<file path="src/rtl/hazard_pkg.sv">
// Shared constants for the pipeline hazard controller: FSM encoding, default
// multiply/divide latency and the hard-wired zero register index.
package hazard_pkg;

  typedef enum logic [1:0] {
    RUN      = 2'd0,
    MDU_BUSY = 2'd1,
    MDU_LAST = 2'd2
  } state_e;

  localparam int         MDU_LAT_DEFAULT = 32;
  localparam logic [4:0] REG_ZERO        = 5'd0;

endpackage

</file>
<file path="src/rtl/hazard_perf_cnt.sv">
// Free-running wrapping event counter used for stall/flush statistics.
module hazard_perf_cnt #(
  parameter int CNT_W = 32
) (
  input  logic             clk,
  input  logic             rst,
  input  logic             en_i,
  output logic [CNT_W-1:0] cnt_o
);

  logic [CNT_W-1:0] cnt_q;

  always_ff @(posedge clk or negedge rst) begin
    if (!rst) begin
      cnt_q <= '0;
    end else if (en_i) begin
      cnt_q <= cnt_q + CNT_W'(1);
    end
  end

  assign cnt_o = cnt_q;

endmodule

</file>
<file path="src/rtl/hazard_ctrl.sv">
// Hazard controller for the five-stage pipeline: load-use bubbles, redirect
// flushes and (with HAZARD_MDU_EN defined) multi-cycle mult/div occupancy of EX.
module hazard_ctrl
  import hazard_pkg::*;
#(
  parameter int MDU_LAT = MDU_LAT_DEFAULT,
  parameter int CNT_W   = 32
) (
  input  logic             clk,
  input  logic             rst,
  input  logic [4:0]       IFIDRs,
  input  logic [4:0]       IFIDRt,
  input  logic             IFIDUsesRs,
  input  logic             IFIDUsesRt,
  input  logic             IDEXMemRead,
  input  logic [4:0]       IDEXRegRd,
  input  logic             ExRedirect,
  input  logic             MduStart,
  output logic             PCStall,
  output logic             IFIDStall,
  output logic             IFIDFlush,
  output logic             IDEXStall,
  output logic             IDEXFlush,
  output logic             MduBusy,
  output logic [CNT_W-1:0] StallCycles,
  output logic [CNT_W-1:0] FlushCount
);

  logic load_use;

  assign load_use = IDEXMemRead && (IDEXRegRd != REG_ZERO) &&
                    ((IFIDUsesRs && (IFIDRs == IDEXRegRd)) ||
                     (IFIDUsesRt && (IFIDRt == IDEXRegRd)));

`ifdef HAZARD_MDU_EN
  // Counter holds the remaining busy cycles after the entry cycle.
  localparam int             MCW      = (MDU_LAT > 2) ? $clog2(MDU_LAT) : 1;
  localparam logic [MCW-1:0] MDU_LOAD = MCW'(MDU_LAT - 2);

  state_e         state_q, state_d;
  logic [MCW-1:0] mcnt_q, mcnt_d;

  always_ff @(posedge clk or negedge rst) begin
    if (!rst) begin
      state_q <= RUN;
      mcnt_q  <= '0;
    end else begin
      state_q <= state_d;
      mcnt_q  <= mcnt_d;
    end
  end
`else
  logic unused_mdu;
  assign unused_mdu = MduStart ^ (MDU_LAT != 0);
`endif

  always_comb begin
    PCStall   = 1'b0;
    IFIDStall = 1'b0;
    IFIDFlush = 1'b0;
    IDEXStall = 1'b0;
    IDEXFlush = 1'b0;
    MduBusy   = 1'b0;
`ifdef HAZARD_MDU_EN
    state_d   = state_q;
    mcnt_d    = mcnt_q;
    case (state_q)
      RUN: begin
`endif
        if (ExRedirect) begin
          IFIDFlush = 1'b1;
          IDEXFlush = 1'b1;
        end
`ifdef HAZARD_MDU_EN
        else if (MduStart) begin
          PCStall   = 1'b1;
          IFIDStall = 1'b1;
          IDEXStall = 1'b1;
          MduBusy   = 1'b1;
          mcnt_d    = MDU_LOAD;
          state_d   = (MDU_LAT <= 2) ? MDU_LAST : MDU_BUSY;
        end
`endif
        else if (load_use) begin
          PCStall   = 1'b1;
          IFIDStall = 1'b1;
          IDEXFlush = 1'b1;
        end
`ifdef HAZARD_MDU_EN
      end
      MDU_BUSY: begin
        PCStall   = 1'b1;
        IFIDStall = 1'b1;
        IDEXStall = 1'b1;
        MduBusy   = 1'b1;
        mcnt_d    = mcnt_q - MCW'(1);
        if (mcnt_q <= MCW'(1)) begin
          state_d = MDU_LAST;
        end
      end
      MDU_LAST: state_d = RUN;
      default:  state_d = RUN;
    endcase
`endif
    // Reset overrides everything so an abandoned operation releases the pipe at once.
    if (!rst) begin
      PCStall   = 1'b0;
      IFIDStall = 1'b0;
      IFIDFlush = 1'b0;
      IDEXStall = 1'b0;
      IDEXFlush = 1'b0;
      MduBusy   = 1'b0;
    end
  end

  hazard_perf_cnt #(.CNT_W(CNT_W)) u_stall_cnt (
    .clk  (clk),
    .rst  (rst),
    .en_i (PCStall),
    .cnt_o(StallCycles)
  );

  hazard_perf_cnt #(.CNT_W(CNT_W)) u_flush_cnt (
    .clk  (clk),
    .rst  (rst),
    .en_i (IFIDFlush | IDEXFlush),
    .cnt_o(FlushCount)
  );

endmodule
</file>
<file path="config.mk">
export PLATFORM = sky130hd
export DESIGN_NAME = hazard_ctrl
export DESIGN_NICKNAME = d
export VERILOG_FILES = /design/src/rtl/hazard_pkg.sv /design/src/rtl/hazard_perf_cnt.sv /design/src/rtl/hazard_ctrl.sv
export SDC_FILE = /design/constraint.sdc
export NUM_CORES = 1
export LEC_CHECK = 0
export CAP_MARGIN = 30
export CORE_AREA = 3 3 84 86
export CTS_BUF_LIST = sky130_fd_sc_hd__clkbuf_8
export CTS_CLUSTER_DIAMETER = 50
export DETAILED_ROUTE_END_ITERATION = 10
export DIE_AREA = 0 0 87 89
export PLACE_DENSITY = 0.81
export SLEW_MARGIN = 10
export SYNTH_ARGS = -nofsm -noshare
export SYNTH_HDL_FRONTEND = slang
export SYNTH_HIERARCHICAL = 1
export SYNTH_SLANG_ARGS = --single-unit
</file>
<file path="constraint.sdc">
create_clock -name clk -period 1.8 [get_ports clk]
set_clock_uncertainty 0.05 [all_clocks]
set_input_delay 0.18 -clock clk [delete_from_list [all_inputs] [get_ports clk]]
set_output_delay 0.18 -clock clk [all_outputs]
set_load 0.03 [all_outputs]
</file>
==> results of run 1 <==
-- final cells by class --
class | count | area [um2] | share of cell area
inverters | 4 | 15.0 | 0.00290
multi-input cells | 200 | 1880 | 0.364
flip-flops and latches | 64 | 1600 | 0.309
repair buffers | 143 | 1370 | 0.265
clock buffers | 10 | 138 | 0.0266
clock inverters | 6 | 76.3 | 0.0147
well taps | 77 | 96.3 | 0.0186
-- per-layer routing --
layer / vias to the layer above / routed length, um
met5: - / 0
met4: 0 / 184
met3: 17 / 433
met2: 82 / 5010
met1: 1385 / 3850
li1: 1276 / -
-- through the flow --
step | utilization | setup WS [ns] | hold WS, ns | TNS, ns | instance area (um2)
after floorplan | - | -0.695 | -0.166 | -24.42 | 3170
after global placement | 0.692 | -0.998 | 0.129 | -51.13 | 4390
after detailed placement | 0.692 | -1.05 | 0.125 | -53.70 | 4390
after CTS | 0.773 | -0.323 | 0.324 | -7.45 | 4910
after global routing | 0.816 | -0.640 | 0.382 | -25.91 | 5180
final | 0.816 | -0.581 | 0.359 | -21.31 | 5180
-- cell usage after synthesis --
master,count,area (um2)
conb_1,1,3.75
xor2_1,32,280
o21bai_1,2,15.0
nand4_1,20,125
mux2_2,2,22.5
nor4_1,10,62.6
ha_1,2,25.0
and2_1,5,31.3
buf_4,3,22.5
and2_0,1,6.26
nor3b_1,2,15.0
and3_1,8,50.1
or4_1,1,7.51
nor3_1,10,50.1
xnor2_1,40,350
nor4_2,4,50.1
inv_1,4,15.0
and4_1,6,52.6
a32oi_1,1,8.76
nor2_1,6,22.5
nand3_1,18,90.1
o211ai_2,1,12.5
or4_4,2,22.5
nand4_4,2,42.5
and4_2,2,20.0
dfrtp_1,64,1600
nand2_1,20,75.1
nor3_2,1,10.0
-- what timing repair did --
action	4_1_cts	5_1_grt
gates resized for setup	101	58
pin swaps	65	50
buffers inserted	13	9
hold buffers	1	0
cloned	0	0
endpoints found under the setup margin	68	74
endpoints found under the hold margin	64	0
-- state kept, by name, summed over array words and instances, names as in the netlist --
register           flops
u_flush_cnt/cnt_o     32
u_stall_cnt/cnt_o     32
-- power by group through the flow --
stage	sequential, mW	combinational (mW)	clock (mW)
after floorplan	1.80	0.160	0
after global placement	1.65	0.688	0
after detailed placement	1.65	0.698	0
after CTS	1.63	0.720	1.35
after global routing	1.65	0.810	1.43
final	1.64	0.763	1.33
-- worst max-delay path by stage --
stage | startpoint | end | slack [ns]
floorplan | IDEXRegRd[0] | u_flush_cnt/cnt_o[23] | -0.69
global placement | IDEXRegRd[0] | u_flush_cnt/cnt_o[23] | -1.0
detailed placement | IDEXRegRd[0] | u_flush_cnt/cnt_o[23] | -1.05
CTS | IDEXRegRd[1] | u_stall_cnt/cnt_o[19] | -0.32
global route | IDEXRegRd[0] | u_stall_cnt/cnt_o[22] | -0.64
finish | IDEXRegRd[0] | u_stall_cnt/cnt_o[24] | -0.58
-- logic make-up (layout without fill, tap and decap cells) --
kind of cell | count (synthesis) | count (layout)
and+or+nand+nor | 118 | 118
xor gates and xnor gates | 72 | 72
DFF | 64 | 64
buffers and inverters | 7 | 163
AOI/OAI and AO/OA | 4 | 4
adders and majority gates | 2 | 2
muxes | 2 | 2
other | 1 | 2
-- worst max-delay path, stage by stage --
cell	delay, ns
buf_8	0.10
xor2_1	0.15
nor4_1	0.37
a32oi_1	0.24
buf_4	0.20
nor3_4	0.25
buf_6	0.15
buf_6	0.09
and4_4	0.23
nand4_1	0.12
buf_6	0.18
nor4_4	0.15
xor2_1	0.16
==> flow_summary.json, run 1 <==
{
  "initial_core_util": 0.487,
  "max_slew_margin": 0.563,
  "hold_class": "in2async",
  "maxCapViolCount": 0,
  "die_w_um": 87,
  "grt_max_degree": 52,
  "finalMaxSlewViolations": 0,
  "grt_setup_unrepaired": "yes",
  "grt_pass1_wl_um": 14400,
  "mostFrequentLayoutCells": "dfrtp_1 (64), clkdlybuf4s50_1 (52), buf_4 (36), xnor2_1 (34), xor2_1 (30)",
  "synth_compound_area_frac": 0.0117,
  "synth_cells": 270,
  "max-vdd-ir-drop_mv": 0.478,
  "clock_sinks": 64,
  "vias": 2760,
  "numCtsBuffers": 9,
  "portBuffers": 88,
  "min_period_ns": 2.38,
  "cp.required_ns": 2.01,
  "worst_slew_pin_slew_ns": 0.654,
  "drt-wirelength-per-cell_um": 18.8,
  "cts.path.max_buffers": 2,
  "ios": 92,
  "ys_ff_latch": 64,
  "yosys.area_share.adder": 0.00810,
  "violations": "negative setup slack",
  "p_clk_frac": 0.357,
  "clk_latency_ns": 0.33,
  "die_y_um": 89,
  "dp_hpwl_um": 5810,
  "p_per_area_nw_per_um2": 721,
  "clk_pin_slew_worst_paths_ns": 0.07,
  "syn-mean-instance-area_um2": 11.4,
  "rows": 29,
  "cts_tree": "yes",
  "drc": 0,
  "h-tree-depth": 3,
  "status": "complete, but fails checks",
  "internal-power_mw": 2.64,
  "grt.met3_usage": 0.0562,
  "synth-xor-area-share": 0.204,
  "netlist_area_um2": 3090,
  "fin_ws_ns": -0.581,
  "antenna_left": 0,
  "power_frac_seq": 0.439,
  "fillerInstances": 334,
  "nets": 446,
  "crit_type": "in2reg",
  "worstReg2RegStart": "u_flush_cnt/cnt_o[11]",
  "total_leakage_power_nw": 2.69,
  "vias_per_cell": 5.48,
  "first_pass_iters": 4,
  "p_comb_frac": 0.204,
  "final-setup-viol-count": 62,
  "coreArea_um2": 6350,
  "reg2reg_slack_ns": -0.24,
  "grt_overflow": 0,
  "drt_iter0_markers": 111,
  "final_common_cell": "dfrtp_1",
  "power.switching_mw": 1.09,
  "fmax_ghz": 0.420,
  "rr_worst_depth": 4,
  "grt_usage": 0.244,
  "synth-simple-area-share": 0.237,
  "synth_warnings": 6,
  "start_kind": "primary input",
  "yosysUniqueCellTypes": 28,
  "synth_mux_area_frac": 0.00729,
  "stdcell_count": 504,
  "gp_congestion": 0.813,
  "diodes": 0,
  "syn2layout_area_growth_pct": 67.7,
  "critPathCaptureType": "flop",
  "synth_seq_area_share": 0.518,
  "final_hold_viol_count": 0,
  "swShare": 0.293,
  "grt_pass1_vias": 2838,
  "routed_wl_um": 9480,
  "synth_top_family_by_area": "simple AND/OR/NAND/NOR gates",
  "placed_cells": 471,
  "drive_above_1_share": 0.342,
  "grt_util_met2": 0.421,
  "root_buffer": "clkbuf_8",
  "finalCritPeriodShare": 1.32,
  "antenna_found_initial": 0,
  "finalPower_mw": 3.74,
  "met1_usage": 0.296,
  "dieArea_um2": 7740,
  "busiest_layer": "met2",
  "arrival_ns": 2.59,
  "crit_fanout": 5,
  "timing.rr.end": "u_flush_cnt/cnt_o[23]"
}
(Power assumes the default switching activity.)
==> run 2, diff against run 1 <==
- ABC_AREA: unset -> 1
- CORE_AREA: 3 3 84 86 -> 2 2 91 93
- DIE_AREA: 0 0 87 89 -> 0 0 93 95
- PLACE_DENSITY: 0.81 -> 0.79
==> run 2 against run 1 <==
Compared with the run above: the run now ends clean; design area rose by 3.0%; final cell count increased by 52%; combinational power fell by 14%; global-route usage down 0.62 points; utilization is 14 points lower; via count increased by 37%.
==> flow_summary.json, run 2 <==
{
  "synth_top_cell_area_share": 0.416,
  "reg2reg_slack_ns": 0.20,
  "grt_pass1_wl_um": 16500,
  "syn-mean-instance-area_um2": 7.27,
  "finalMaxSlewViolations": 0,
  "p_comb_frac": 0.189,
  "timing.rr.end": "u_stall_cnt/cnt_o[16]",
  "cp_cell_sequence": "clkdlybuf4s50_1",
  "final-setup-viol-count": 0,
  "hold_class": "in2async",
  "gp_congestion": 0.906,
  "portBuffers": 88,
  "diodes": 0,
  "initial_core_util": 0.485,
  "cts_tree": "yes",
  "synth_mux_area_frac": 0,
  "synth-simple-area-share": 0.430,
  "yosysUniqueCellTypes": 22,
  "internal-power_mw": 2.40,
  "cts.path.max_buffers": 2,
  "synth-xor-area-share": 0.0774,
  "arrival_ns": 1.51,
  "ys_ff_latch": 64,
  "p_clk_frac": 0.345,
  "synth_edf_count": 0,
  "max_stage_delay_ns": 0.72,
  "synth_warnings": 6,
  "grt_usage": 0.238,
  "power.switching_mw": 1.08,
  "total_leakage_power_nw": 2.57,
  "stdcell_count": 766,
  "final_hold_viol_count": 0,
  "dieArea_um2": 8840,
  "syn2layout_area_growth_pct": 38.8,
  "worstReg2RegStart": "u_stall_cnt/cnt_o[0]",
  "min_period_ns": 1.74,
  "drive_above_1_share": 0.154,
  "ios": 92,
  "fillerInstances": 688,
  "timing.critical_path.buf_inv": 1,
  "crit_fanout": 5,
  "p_per_area_nw_per_um2": 651,
  "synth_seq_area_share": 0.416,
  "vias_per_cell": 4.95,
  "drt_iter0_markers": 232,
  "synth_top_family_by_area": "simple AND/OR/NAND/NOR gates",
  "synth_area_leaders": "dfrtp_1 (42%), nand2_1 (18%), nor2_1 (7.1%), inv_1 (5.7%), nand3_1 (5.3%)",
  "die_w_um": 93,
  "crit_family": "buffers and inverters",
  "dominantRegCellSynth": "dfrtp_1",
  "mostFrequentLayoutCells": "nand2_1 (180), nor2_1 (71), dfrtp_1 (64), clkdlybuf4s50_1 (63), inv_1 (58)",
  "root_buffer": "clkbuf_8",
  "nets": 680,
  "drt-wirelength-per-cell_um": 13.1,
  "grt_overflow": 0,
  "critPathSlowestCell": "clkdlybuf4s50_1",
  "cp.required_ns": 1.57,
  "antenna_found_initial": 0,
  "vias": 3792,
  "antenna_left": 0,
  "grt_pass1_vias": 3652,
  "synthTopCellsByCount": "nand2_1 (184), nor2_1 (73), dfrtp_1 (64), inv_1 (58), nand3_1 (41)",
  "critPathCaptureType": "primary output",
  "fmax_ghz": 0.573,
  "setup_tns_ns": 0,
  "routed_wl_um": 10000,
  "worst_slew_pin_slew_ns": 0.696,
  "max-vdd-ir-drop_mv": 1.04,
  "dp_hpwl_um": 7800,
  "h-tree-depth": 3,
  "numCtsBuffers": 9,
  "clk_latency_ns": 0.35,
  "synth_most_common_cell": "nand2_1",
  "finalCritPeriodShare": 0.969,
  "max_slew_margin": 0.536,
  "multi_input_area_um2": 2050,
  "grt_max_degree": 56,
  "clk_pin_slew_worst_paths_ns": 0.07,
  "first_pass_iters": 5,
  "drc": 0,
  "die_y_um": 95,
  "yosys.area_share.adder": 0.00651,
  "final_common_cell": "nand2_1",
  "start_kind": "flop",
  "maxCapViolCount": 0,
  "power_frac_seq": 0.466,
  "netlist_area_um2": 3850,
  "final_cell_area_um2": 5340,
  "synth_compound_area_frac": 0,
  "holdWs_ns": 0.122,
  "swShare": 0.310,
  "crit_type": "reg2out",
  "yosysTopAreaCell": "dfrtp_1",
  "async_flop_share": 1.00,
  "seqCellArea_um2": 1600,
  "synth_cells": 529,
  "rows": 33,
  "placed_cells": 744,
  "placed_cell_area_um2": 5020,
  "rr_worst_depth": 7,
  "clock_sinks": 64,
  "coreArea_um2": 7930,
  "status": "finished clean"
}
-- run 2: worst max path at each step --
stage               slack [ns]               endpoint                   from  cells past startpoint
global route            -0.002  u_stall_cnt/cnt_o[16]           IDEXRegRd[4]                     15
CTS                      0.004         FlushCount[24]  u_flush_cnt/cnt_o[24]                      1
detailed placement       -0.48  u_flush_cnt/cnt_o[29]           IDEXRegRd[2]                     16
finish                    0.06          FlushCount[0]   u_flush_cnt/cnt_o[0]                      1
global placement         -0.47  u_flush_cnt/cnt_o[29]           IDEXRegRd[3]                     16
floorplan                 0.11  u_stall_cnt/cnt_o[29]              IFIDRs[0]                     15
-- run 2: cell type report --
cell class,count,area share
multi-input cells,399,0.383
flip-flops and latches,64,0.300
repair buffers,118,0.212
inverters,64,0.0455
well taps,105,0.0246
clock buffers,9,0.0232
clock inverters,7,0.0119
-- run 2: cell families after synthesis --
group                      after synthesis
and+or+nand+nor                        361
buffers and inverters                   67
DFF                                     64
xor gates and xnor gates                34
adders and majority gates                2
other                                    1
-- run 2: through the flow --
step	setup slack [ns]	utilization	power [mW]
2_1_floorplan	0.113	-	1.99
5_1_grt	-0.00161	0.674	3.63
4_1_cts	0.00354	0.663	3.50
6_report	0.0555	0.674	3.48
3_5_place_dp	-0.478	0.634	2.30
3_3_place_gp	-0.470	0.634	2.28
-- run 2: metal layers --
| layer | wire (um) | global-route usage | part of all wire | vias up |
|---|---|---|---|---|
| met1 | 4320 | 0.307 | 0.43 | 1757 |
| li1 | - | - | - | 1868 |
| met3 | 688 | 0.0503 | 0.068 | 21 |
| met5 | 0 | 0 | 0 | - |
| met4 | 213 | 0.105 | 0.021 | 0 |
| met2 | 4830 | 0.388 | 0.48 | 146 |
-- run 2: what timing repair did --
| item | 4_1_cts | 5_1_grt |
|---|---|---|
| hold buffers | 1 | 1 |
| setup buffers | 1 | 3 |
| gates cloned | 0 | 0 |
| endpoints found under the setup margin | 30 | 47 |
| pin swaps | 11 | 18 |
| gates resized for setup | 26 | 26 |
| hold endpoints to repair | 12 | 7 |
-- run 2: power by group through the flow --
stage | Sequential (mW) | Combinational (mW) | Clock, mW
global route | 1.63 | 0.711 | 1.29
finish | 1.62 | 0.657 | 1.20
floorplan | 1.77 | 0.220 | 0
CTS | 1.62 | 0.656 | 1.23
global placement | 1.64 | 0.639 | 0
detailed placement | 1.64 | 0.660 | 0
==> run 3, diff against run 2 <==
- CORE_AREA: 2 2 91 93 -> 2 2 96 89
- DIE_AREA: 0 0 93 95 -> 0 0 98 91
==> run 3 against run 2 <==
Compared with the run above: routed wire length increased by 2.4%; final cell count is 0.91% lower; combinational power decreased by 0.8%.
==> flow_summary.json, run 3 (synthesis gave the netlist of run 2 again) <==
{
  "finalPower_mw": 3.63,
  "status": "finished clean",
  "routed_wl_um": 10300,
  "grt_overflow": 0,
  "finalCritPeriodShare": 0.981,
  "drt-wirelength-per-cell_um": 13.5,
  "arrival_ns": 1.54,
  "max_stage_delay_ns": 0.72,
  "worstReg2RegStart": "u_stall_cnt/cnt_o[0]",
  "total_leakage_power_nw": 2.56,
  "cp.required_ns": 1.57,
  "reg2reg_slack_ns": 0.23,
  "h-tree-depth": 3,
  "critPathCaptureType": "primary output",
  "cts_hold_buf": 0,
  "syn2layout_area_growth_pct": 39.0,
  "max_slew_margin": 0.454,
  "min_period_ns": 1.77,
  "cp-startpoint": "u_stall_cnt/cnt_o[4]",
  "vias": 3904,
  "final_common_cell": "nand2_1",
  "crit_type": "reg2out",
  "final-setup-viol-count": 0,
  "drive_above_1_share": 0.153,
  "worst_slew_pin_slew_ns": 0.819,
  "cp_num_cells": 1,
  "grt_pass1_wl_um": 17100,
  "cts.path.max_buffers": 2,
  "dieArea_um2": 8920,
  "first_pass_iters": 7,
  "grt_usage": 0.236,
  "nets": 679,
  "final_hold_viol_count": 0,
  "p_per_area_nw_per_um2": 678,
  "start_kind": "flop",
  "vias_per_cell": 5.14,
  "power_frac_seq": 0.447,
  "gp_congestion": 0.881,
  "internal-power_mw": 2.57,
  "p_clk_frac": 0.374,
  "grt_setup_unrepaired": "no",
  "cts_tree": "yes",
  "max-vdd-ir-drop_mv": 0.646,
  "swShare": 0.291,
  "p_comb_frac": 0.180,
  "dp_hpwl_um": 7690,
  "maxCapViolCount": 0,
  "diodes": 0,
  "grt_max_degree": 65,
  "crit_family": "buffers and inverters",
  "antenna_left": 0,
  "coreArea_um2": 7870,
  "rr_worst_depth": 8,
  "cp_cell_sequence": "clkdlybuf4s50_1",
  "finalMaxSlewViolations": 0,
  "ios": 92,
  "power.switching_mw": 1.06,
  "crit_path_end": "StallCycles[4]",
  "numCtsBuffers": 9,
  "clk_pin_slew_worst_paths_ns": 0.07,
  "clk_latency_ns": 0.34,
  "die_y_um": 91,
  "root_buffer": "clkbuf_8",
  "initial_core_util": 0.488,
  "die_w_um": 98,
  "mostFrequentLayoutCells": "nand2_1 (180), nor2_1 (71), dfrtp_1 (64), clkdlybuf4s50_1 (63), inv_1 (61)",
  "timing.critical_path.buf_inv": 1,
  "crit_fanout": 5,
  "fmax_ghz": 0.566,
  "drc": 0,
  "timing.rr.end": "u_stall_cnt/cnt_o[24]",
  "antenna_found_initial": 0,
  "grt_pass1_vias": 3717,
  "setup_tns_ns": 0,
  "rows": 31,
  "critPathSlowestCell": "clkdlybuf4s50_1",
  "clock_sinks": 64,
  "hold_class": "in2async",
  "portBuffers": 88,
  "drt_iter0_markers": 210
}
[run 3: power by group through the flow]
stage	logic [mW]	registers, mW	clock network, mW
final	0.652	1.62	1.35
after global routing	0.700	1.63	1.45
after CTS	0.651	1.62	1.38
after floorplan	0.220	1.77	0
after global placement	0.637	1.64	0
after detailed placement	0.653	1.64	0
[run 3: layer usage]
metal	routed length (um)	global-route usage
met5	0	0
met4	172	0.0833
met3	544	0.0362
met2	4840	0.372
met1	4720	0.330
[run 3: cell type report]
class	instances	area (um2)
clock buffer	10	138
clock inverter	6	76.3
fill	644	2530
inverter	64	243
multi-input combinational	399	2080
sequential	64	1600
tap	99	124
timing repair buffer	117	1090
[run 3: how the worst min path moves through the flow]
stage	endpoint	cells past startpoint
CTS	u_stall_cnt/cnt_o[0]	2
finish	u_stall_cnt/cnt_o[0]	2
global placement	u_stall_cnt/cnt_o[0]	2
detailed placement	u_stall_cnt/cnt_o[0]	2
floorplan	u_flush_cnt/cnt_o[0]	0
global route	u_stall_cnt/cnt_o[0]	2
[run 3: metrics by stage]
step / util / setup slack [ns] / instance area (um2) / hold slack [ns] / instances
after floorplan: - / 0.113 / 3850 / -0.166 / 530
after global placement: 0.634 / -0.429 / 4990 / 0.417 / 737
after detailed placement: 0.634 / -0.541 / 4990 / 0.414 / 737
after CTS: 0.667 / 0.00853 / 5250 / 0.0477 / 754
after global routing: 0.679 / 0.000422 / 5350 / 0.0841 / 759
final: 0.679 / 0.0346 / 5350 / 0.00445 / 759
[run 3: repair_timing]
action                     CTS  global route
gates cloned                 0             0
gates resized for setup     27            22
setup endpoints to repair   44            47
hold endpoints to repair     0             0
pin swaps                   14            13
buffers inserted             1             5
